<file path="config.mk">
export PLATFORM = sky130hd
export DESIGN_NAME = vga_plot_arbiter_flat
export DESIGN_NICKNAME = d
export VERILOG_FILES = /design/src/rtl/vga_pkg.sv /design/src/rtl/vga_plot_arbiter_if.sv /design/src/rtl/vga_plot_arbiter_rr_pick.sv /design/src/rtl/vga_plot_arbiter.sv /design/src/flat_wrapper.sv
export SDC_FILE = /design/constraint.sdc
export NUM_CORES = 1
export LEC_CHECK = 0
export CORE_ASPECT_RATIO = 1.5
export CORE_MARGIN = 2
export CORE_UTILIZATION = 42
export DETAILED_ROUTE_END_ITERATION = 16
export MAX_ROUTING_LAYER = met4
export PLACE_DENSITY_LB_ADDON = 0.3
export SYNTH_ARGS = -nofsm -noshare
export SYNTH_HDL_FRONTEND = slang
export SYNTH_HIERARCHICAL = 1
export SYNTH_SLANG_ARGS = --single-unit
</file>
<file path="constraint.sdc">
create_clock -name Clock -period 2.25 [get_ports Clock]
set_input_delay 0.3375 -clock Clock [delete_from_list [all_inputs] [get_ports Clock]]
set_output_delay 0.3375 -clock Clock [all_outputs]
set_load 0.02 [all_outputs]
</file>
<file path="src/rtl/vga_pkg.sv">
// Shared widths, screen geometry and arbiter state encoding for the VGA plot path.
package vga_pkg;
    localparam int X_W      = 9;
    localparam int Y_W      = 8;
    localparam int C_W      = 3;
    localparam int SCREEN_W = 160;
    localparam int SCREEN_H = 120;

    typedef enum logic {
        IDLE  = 1'b0,
        GRANT = 1'b1
    } arb_state_e;
endpackage

</file>
<file path="src/rtl/vga_plot_arbiter_if.sv">
// Producer-side bundle: per-requester request, pixel payload and returned grant.
interface vga_plot_arbiter_if #(
    parameter int N_REQ = 3
);
    import vga_pkg::*;

    logic [N_REQ-1:0]       req;
    logic [X_W*N_REQ-1:0]   req_x;
    logic [Y_W*N_REQ-1:0]   req_y;
    logic [C_W*N_REQ-1:0]   req_colour;
    logic [N_REQ-1:0]       gnt;

    modport master (output req, req_x, req_y, req_colour, input gnt);
    modport slave  (input req, req_x, req_y, req_colour, output gnt);
endinterface

</file>
<file path="src/rtl/vga_plot_arbiter_rr_pick.sv">
// Combinational round-robin picker: first set req bit at or above ptr, wrapping.
module rr_pick #(
    parameter int N     = 3,
    parameter int PTR_W = (N > 1) ? $clog2(N) : 1
) (
    input  logic [N-1:0]     req,
    input  logic [PTR_W-1:0] ptr,
    output logic [N-1:0]     win_oh,
    output logic [PTR_W-1:0] win_idx,
    output logic             any
);
    logic found;
    int   j;

    always_comb begin
        win_oh  = '0;
        win_idx = '0;
        found   = 1'b0;
        j       = 0;
        for (int k = 0; k < N; k++) begin
            j = (int'(ptr) + k) % N;
            if (!found && req[j]) begin
                found      = 1'b1;
                win_oh[j]  = 1'b1;
                win_idx    = PTR_W'(j);
            end
        end
    end

    assign any = |req;
endmodule

</file>
<file path="src/rtl/vga_plot_arbiter.sv">
// Round-robin, burst-limited arbiter sharing the VGA framebuffer write port.
// state | meaning
// IDLE  | no owner, gnt = 0
// GRANT | owner_q holds the port, gnt = onehot(owner_q)
module vga_plot_arbiter
    import vga_pkg::*;
#(
    parameter int N_REQ     = 3,
    parameter int MAX_BURST = 160,
    parameter int SCREEN_W  = vga_pkg::SCREEN_W,
    parameter int SCREEN_H  = vga_pkg::SCREEN_H
) (
    input  logic                Clock,
    input  logic                Resetn,
    vga_plot_arbiter_if.slave   prod,
    output logic                plot,
    output logic [X_W-1:0]      plot_x,
    output logic [Y_W-1:0]      plot_y,
    output logic [C_W-1:0]      plot_colour,
    output logic [7:0]          drop_count
);
    localparam int PTR_W = (N_REQ > 1) ? $clog2(N_REQ) : 1;
    localparam logic [8:0]     BURST_LAST = 9'(MAX_BURST - 1);
    localparam logic [X_W-1:0] X_LIM      = X_W'(SCREEN_W);
    localparam logic [Y_W-1:0] Y_LIM      = Y_W'(SCREEN_H);

    arb_state_e        state_q, state_d;
    logic [PTR_W-1:0]  owner_q, owner_d;
    logic [PTR_W-1:0]  ptr_q, ptr_d;
    logic [8:0]        burst_q, burst_d;
    logic [N_REQ-1:0]  gnt_q, gnt_d;
    logic              plot_q, plot_d;
    logic [X_W-1:0]    x_q, x_d;
    logic [Y_W-1:0]    y_q, y_d;
    logic [C_W-1:0]    c_q, c_d;
    logic [7:0]        drop_q, drop_d;

    logic [N_REQ-1:0]  win_oh;
    logic [PTR_W-1:0]  win_idx;
    logic              any_req;
    logic              xfer, others, take_new, on_screen;
    logic [X_W-1:0]    cur_x;
    logic [Y_W-1:0]    cur_y;
    logic [C_W-1:0]    cur_c;

    rr_pick #(.N(N_REQ), .PTR_W(PTR_W)) u_pick (
        .req     (prod.req),
        .ptr     (ptr_q),
        .win_oh  (win_oh),
        .win_idx (win_idx),
        .any     (any_req)
    );

    always_comb begin
        cur_x     = prod.req_x[int'(owner_q)*X_W +: X_W];
        cur_y     = prod.req_y[int'(owner_q)*Y_W +: Y_W];
        cur_c     = prod.req_colour[int'(owner_q)*C_W +: C_W];
        xfer      = (state_q == GRANT) && prod.req[owner_q];
        others    = |(prod.req & ~gnt_q);
        on_screen = (cur_x < X_LIM) && (cur_y < Y_LIM);

        state_d  = state_q;
        owner_d  = owner_q;
        ptr_d    = ptr_q;
        burst_d  = burst_q;
        take_new = 1'b0;

        case (state_q)
            IDLE: take_new = any_req;
            GRANT: begin
                if (xfer) begin
                    if (burst_q < BURST_LAST)
                        burst_d = burst_q + 9'd1;
                    else if (others)
                        take_new = 1'b1;
                    else
                        burst_d = '0;
                end else if (any_req) begin
                    take_new = 1'b1;
                end else begin
                    state_d = IDLE;
                    burst_d = '0;
                end
            end
            default: state_d = IDLE;
        endcase

        // ptr sits just past the owner, so the owner is searched last on re-arbitration
        if (take_new) begin
            state_d = GRANT;
            owner_d = win_idx;
            burst_d = '0;
            ptr_d   = (int'(win_idx) == N_REQ - 1) ? '0 : win_idx + PTR_W'(1);
        end

        gnt_d = (state_d == GRANT) ? (N_REQ'(1) << owner_d) : '0;

        plot_d = 1'b0;
        x_d    = x_q;
        y_d    = y_q;
        c_d    = c_q;
        drop_d = drop_q;
        if (xfer) begin
            if (on_screen) begin
                plot_d = 1'b1;
                x_d    = cur_x;
                y_d    = cur_y;
                c_d    = cur_c;
            end else if (drop_q != 8'hFF) begin
                drop_d = drop_q + 8'd1;
            end
        end
    end

    always_ff @(posedge Clock or negedge Resetn) begin
        if (!Resetn) begin
            state_q <= IDLE;
            owner_q <= '0;
            ptr_q   <= '0;
            burst_q <= '0;
            gnt_q   <= '0;
            plot_q  <= 1'b0;
            x_q     <= '0;
            y_q     <= '0;
            c_q     <= '0;
            drop_q  <= '0;
        end else begin
            state_q <= state_d;
            owner_q <= owner_d;
            ptr_q   <= ptr_d;
            burst_q <= burst_d;
            gnt_q   <= gnt_d;
            plot_q  <= plot_d;
            x_q     <= x_d;
            y_q     <= y_d;
            c_q     <= c_d;
            drop_q  <= drop_d;
        end
    end

    assign prod.gnt    = gnt_q;
    assign plot        = plot_q;
    assign plot_x      = x_q;
    assign plot_y      = y_q;
    assign plot_colour = c_q;
    assign drop_count  = drop_q;
endmodule

</file>
<file path="src/flat_wrapper.sv">
// flat-port wrapper written by rule: the top's interface ports become plain ports
module vga_plot_arbiter_flat import vga_pkg::*;
#(
    parameter int N_REQ     = 3,
    parameter int MAX_BURST = 160,
    parameter int SCREEN_W  = vga_pkg::SCREEN_W,
    parameter int SCREEN_H  = vga_pkg::SCREEN_H
)
  (Clock, Resetn, plot, plot_x, plot_y, plot_colour, drop_count, prod_req, prod_req_x, prod_req_y, prod_req_colour, prod_gnt);
  vga_plot_arbiter_if #(.N_REQ(N_REQ)) prod_i ();
  input  logic Clock;
  input  logic Resetn;
  output logic plot;
  output logic [X_W-1:0] plot_x;
  output logic [Y_W-1:0] plot_y;
  output logic [C_W-1:0] plot_colour;
  output logic [7:0] drop_count;
  input wire logic [$bits(prod_i.req)-1:0] prod_req;
  input wire logic [$bits(prod_i.req_x)-1:0] prod_req_x;
  input wire logic [$bits(prod_i.req_y)-1:0] prod_req_y;
  input wire logic [$bits(prod_i.req_colour)-1:0] prod_req_colour;
  output wire logic [$bits(prod_i.gnt)-1:0] prod_gnt;
  assign prod_i.req = prod_req;
  assign prod_i.req_x = prod_req_x;
  assign prod_i.req_y = prod_req_y;
  assign prod_i.req_colour = prod_req_colour;
  assign prod_gnt = prod_i.gnt;
  vga_plot_arbiter #(.N_REQ(N_REQ), .MAX_BURST(MAX_BURST), .SCREEN_W(SCREEN_W), .SCREEN_H(SCREEN_H)) u_core (.Clock(Clock), .Resetn(Resetn), .prod(prod_i), .plot(plot), .plot_x(plot_x), .plot_y(plot_y), .plot_colour(plot_colour), .drop_count(drop_count));
endmodule
</file>
==> flow_metrics.env <==
export IMPL_outcome="finished, final reports clean"
export IMPL_max_stage_delay_ns=0.47
export IMPL_r2r_start="u_core/owner_q[0]"
export IMPL_final_nets=437
export IMPL_clockPowerShare_pct=11.0
export IMPL_drive_gt1_share_pct=18.0
export IMPL_gp_congestion=0.798
export IMPL_wl_met1_mm=2.56
export IMPL_dp_hpwl_mm=5.05
export IMPL_syn2layout_area_growth_pct=43.6
export IMPL_grt_use_total_pct=18.9
export IMPL_slew_violations=0
export IMPL_swShare_pct=38.3
export IMPL_numCtsBuffers=5
export IMPL_arrival_ns=2.32
export IMPL_maxCapViolCount=0
export IMPL_clk_latency_ns=0.29
export IMPL_dr_pass1_iters=4
export IMPL_finalSetupViolCount=0
export IMPL_finalWorstSetupSlack_ns=0.101
export IMPL_via_per_inst=5.11
export IMPL_clockRootBuffer="clkbuf_8"
export IMPL_hold_path_class="input port to asynchronous set/reset pin"
export IMPL_combPwrFrac_pct=59.6
export IMPL_antenna_found_initial=0
export IMPL_critPathMaxFanout=17
export IMPL_wirelength_mm=6.50
export IMPL_cpMaxStageDelayCell="dfrtp_2"
export IMPL_p_switching_mw=1.79
export IMPL_cp_end_kind="register"
export IMPL_die_w_um=70.2
export IMPL_worstMarginPinSlew_ns=0.685
export IMPL_synth_nets=328
export IMPL_power_mw=4.68
export IMPL_io_pins=97
export IMPL_path_class="register to register"
export IMPL_io_buffer_count=96
export IMPL_avgSynthCellArea_um2=10.7
export IMPL_syn_inst=257
export IMPL_path_cells="buf_4 > mux2i_1 > o2bb2ai_1 > a41oi_1 > and2_4 > nand3_4 > buf_12 > mux2_4"
export IMPL_vias=2262
export IMPL_period_share_pct=95.5
export IMPL_wl_per_cell_um=14.7
export IMPL_tritoncts="built"
export IMPL_ctsHoldBuffers=0
export IMPL_required_ns=2.42
export IMPL_syn_cell_area_mm2=0.00276
export IMPL_grt_pass1_wl_mm=10.7
export IMPL_stdcell_count=443
export IMPL_start_util_pct=42.9
export IMPL_grt_max_degree=47
export IMPL_die_y_um=103
export IMPL_cts_buffer_depth=2
export IMPL_dieArea_mm2=0.00725
export IMPL_wl_met3_um=254
export IMPL_crit_path_start_kind="register"
export IMPL_skew_ns=0.0140
export IMPL_p_leak_nw=1.74
export IMPL_diodes=0
export IMPL_pre_cts_ws_ns=-0.0260
export IMPL_fin_crit_ns=2.15
export IMPL_grt_pass1_vias=2280
export IMPL_fmax_mhz=465
export IMPL_coreArea_mm2=0.00644
export IMPL_drcViolationCount=0
export IMPL_whs_ns=0.117
export IMPL_rows=36
export IMPL_dp_cells=432
export IMPL_h_tree_depth=2
export IMPL_tns_ns=0
export IMPL_clock_sinks=46
export IMPL_met2_length_mm=3.63
export IMPL_crit_start="u_core/owner_q[0]"
export IMPL_overflow=0
export IMPL_p_seq_share_pct=29.4
export IMPL_hold_viol=0
export IMPL_drt_iter0_drc=71
export IMPL_max_slew_margin_pct=54.1
export IMPL_powerDensity_mw_per_mm2=1180
export IMPL_synth_warnings=6
export IMPL_p_int_mw=2.89
export IMPL_clkTransAtPathRegs_ns=0.09
export IMPL_ant_nets=0
export IMPL_top_layer="met4"
export IMPL_ir_drop_uv=648
[path summary, 6_finish.rpt]
check                      cells past startpoint  slack (ns)                    end
max                                            8        0.10  u_core/plot_colour[1]
min                                            2        0.12      u_core/burst_q[2]
max reg2reg                                    8        0.10  u_core/plot_colour[1]
min reg2reg                                    1        0.49   u_core/drop_count[7]
max in group asynchronous                      2        1.69      u_core/owner_q[0]
min in group Clock                             1        0.49   u_core/drop_count[7]
[worst max-delay path: cells and delay by family, from the launching register on]
kind            cells  cell delay [ns]
flops               1             0.47
mux                 2             0.48
simple gates        2             0.31
buf+inv             2             0.36
compound gates      2             0.41
[state kept, by name, indices dropped and copies added, names as in the netlist]
signal / cells
u_core/owner_q: 2
u_core/drop_count: 8
u_core/plot_colour: 3
u_core/plot_x: 9
u_core/plot: 1
u_core/state_q: 1
u_core/ptr_q: 2
u_core/burst_q: 9
u_core/prod.gnt: 3
u_core/plot_y: 8
[repair_timing]
item / CTS / global route
gates resized for setup: 1 / 3
pin swaps: 0 / 1
endpoints found under the setup margin: 16 / 18
cloned: 0 / 0
buffers inserted: 0 / 3
[stage by stage]
| stage | cell area [um^2] | utilization, % |
|---|---|---|
| after global placement | 3840 | 59.6 |
| after global routing | 3960 | 61.5 |
| after detailed placement | 3840 | 59.6 |
| after floorplan | 2760 | - |
| after CTS | 3930 | 61.0 |
| final | 3960 | 61.5 |
[layout make-up]
cell class	instances	area [um^2]
clock buffers	7	86.3
fillers	551	2480
repair buffers	116	1120
flip-flops and latches	46	1150
inverters	11	41.3
multi-input cells	186	1460
clock inverters	1	5.00
well taps	76	95.1
[routing by layer]
metal / up-vias / GRT usage [%]
met4: 0 / 4.44
met1: 1072 / 21.2
met2: 57 / 34.9
li1: 1129 / -
met3: 4 / 3.68
met5: - / -
[layout by cell type (no fill, tap or decap), drive strengths merged, types with 2 or more instances in the layout]
cell,instances
clkdlybuf4s50,95
dfrtp,46
o21ai,27
mux2,24
nand2,21
mux2i,21
buf,21
nor2,11
inv,11
nand3,9
o2bb2ai,8
a21oi,8
clkbuf,7
nor2b,7
ha,6
nand2b,4
xnor2,4
and2,4
and3,3
nand4,3
xor2,3
or3,2
or2,2
or3b,2
o211ai,2
o31ai,2
nor3,2
[power groups by stage]
stage          Sequential (mW)  Clock [mW]  Combinational (mW)
2_1_floorplan             1.63           0                1.54
3_3_place_gp              1.40           0                2.67
3_5_place_dp              1.39           0                2.74
4_1_cts                   1.39       0.529                2.75
5_1_grt                   1.43       0.566                3.01
6_report                  1.38       0.514                2.79
(Power assumes the default switching activity.)
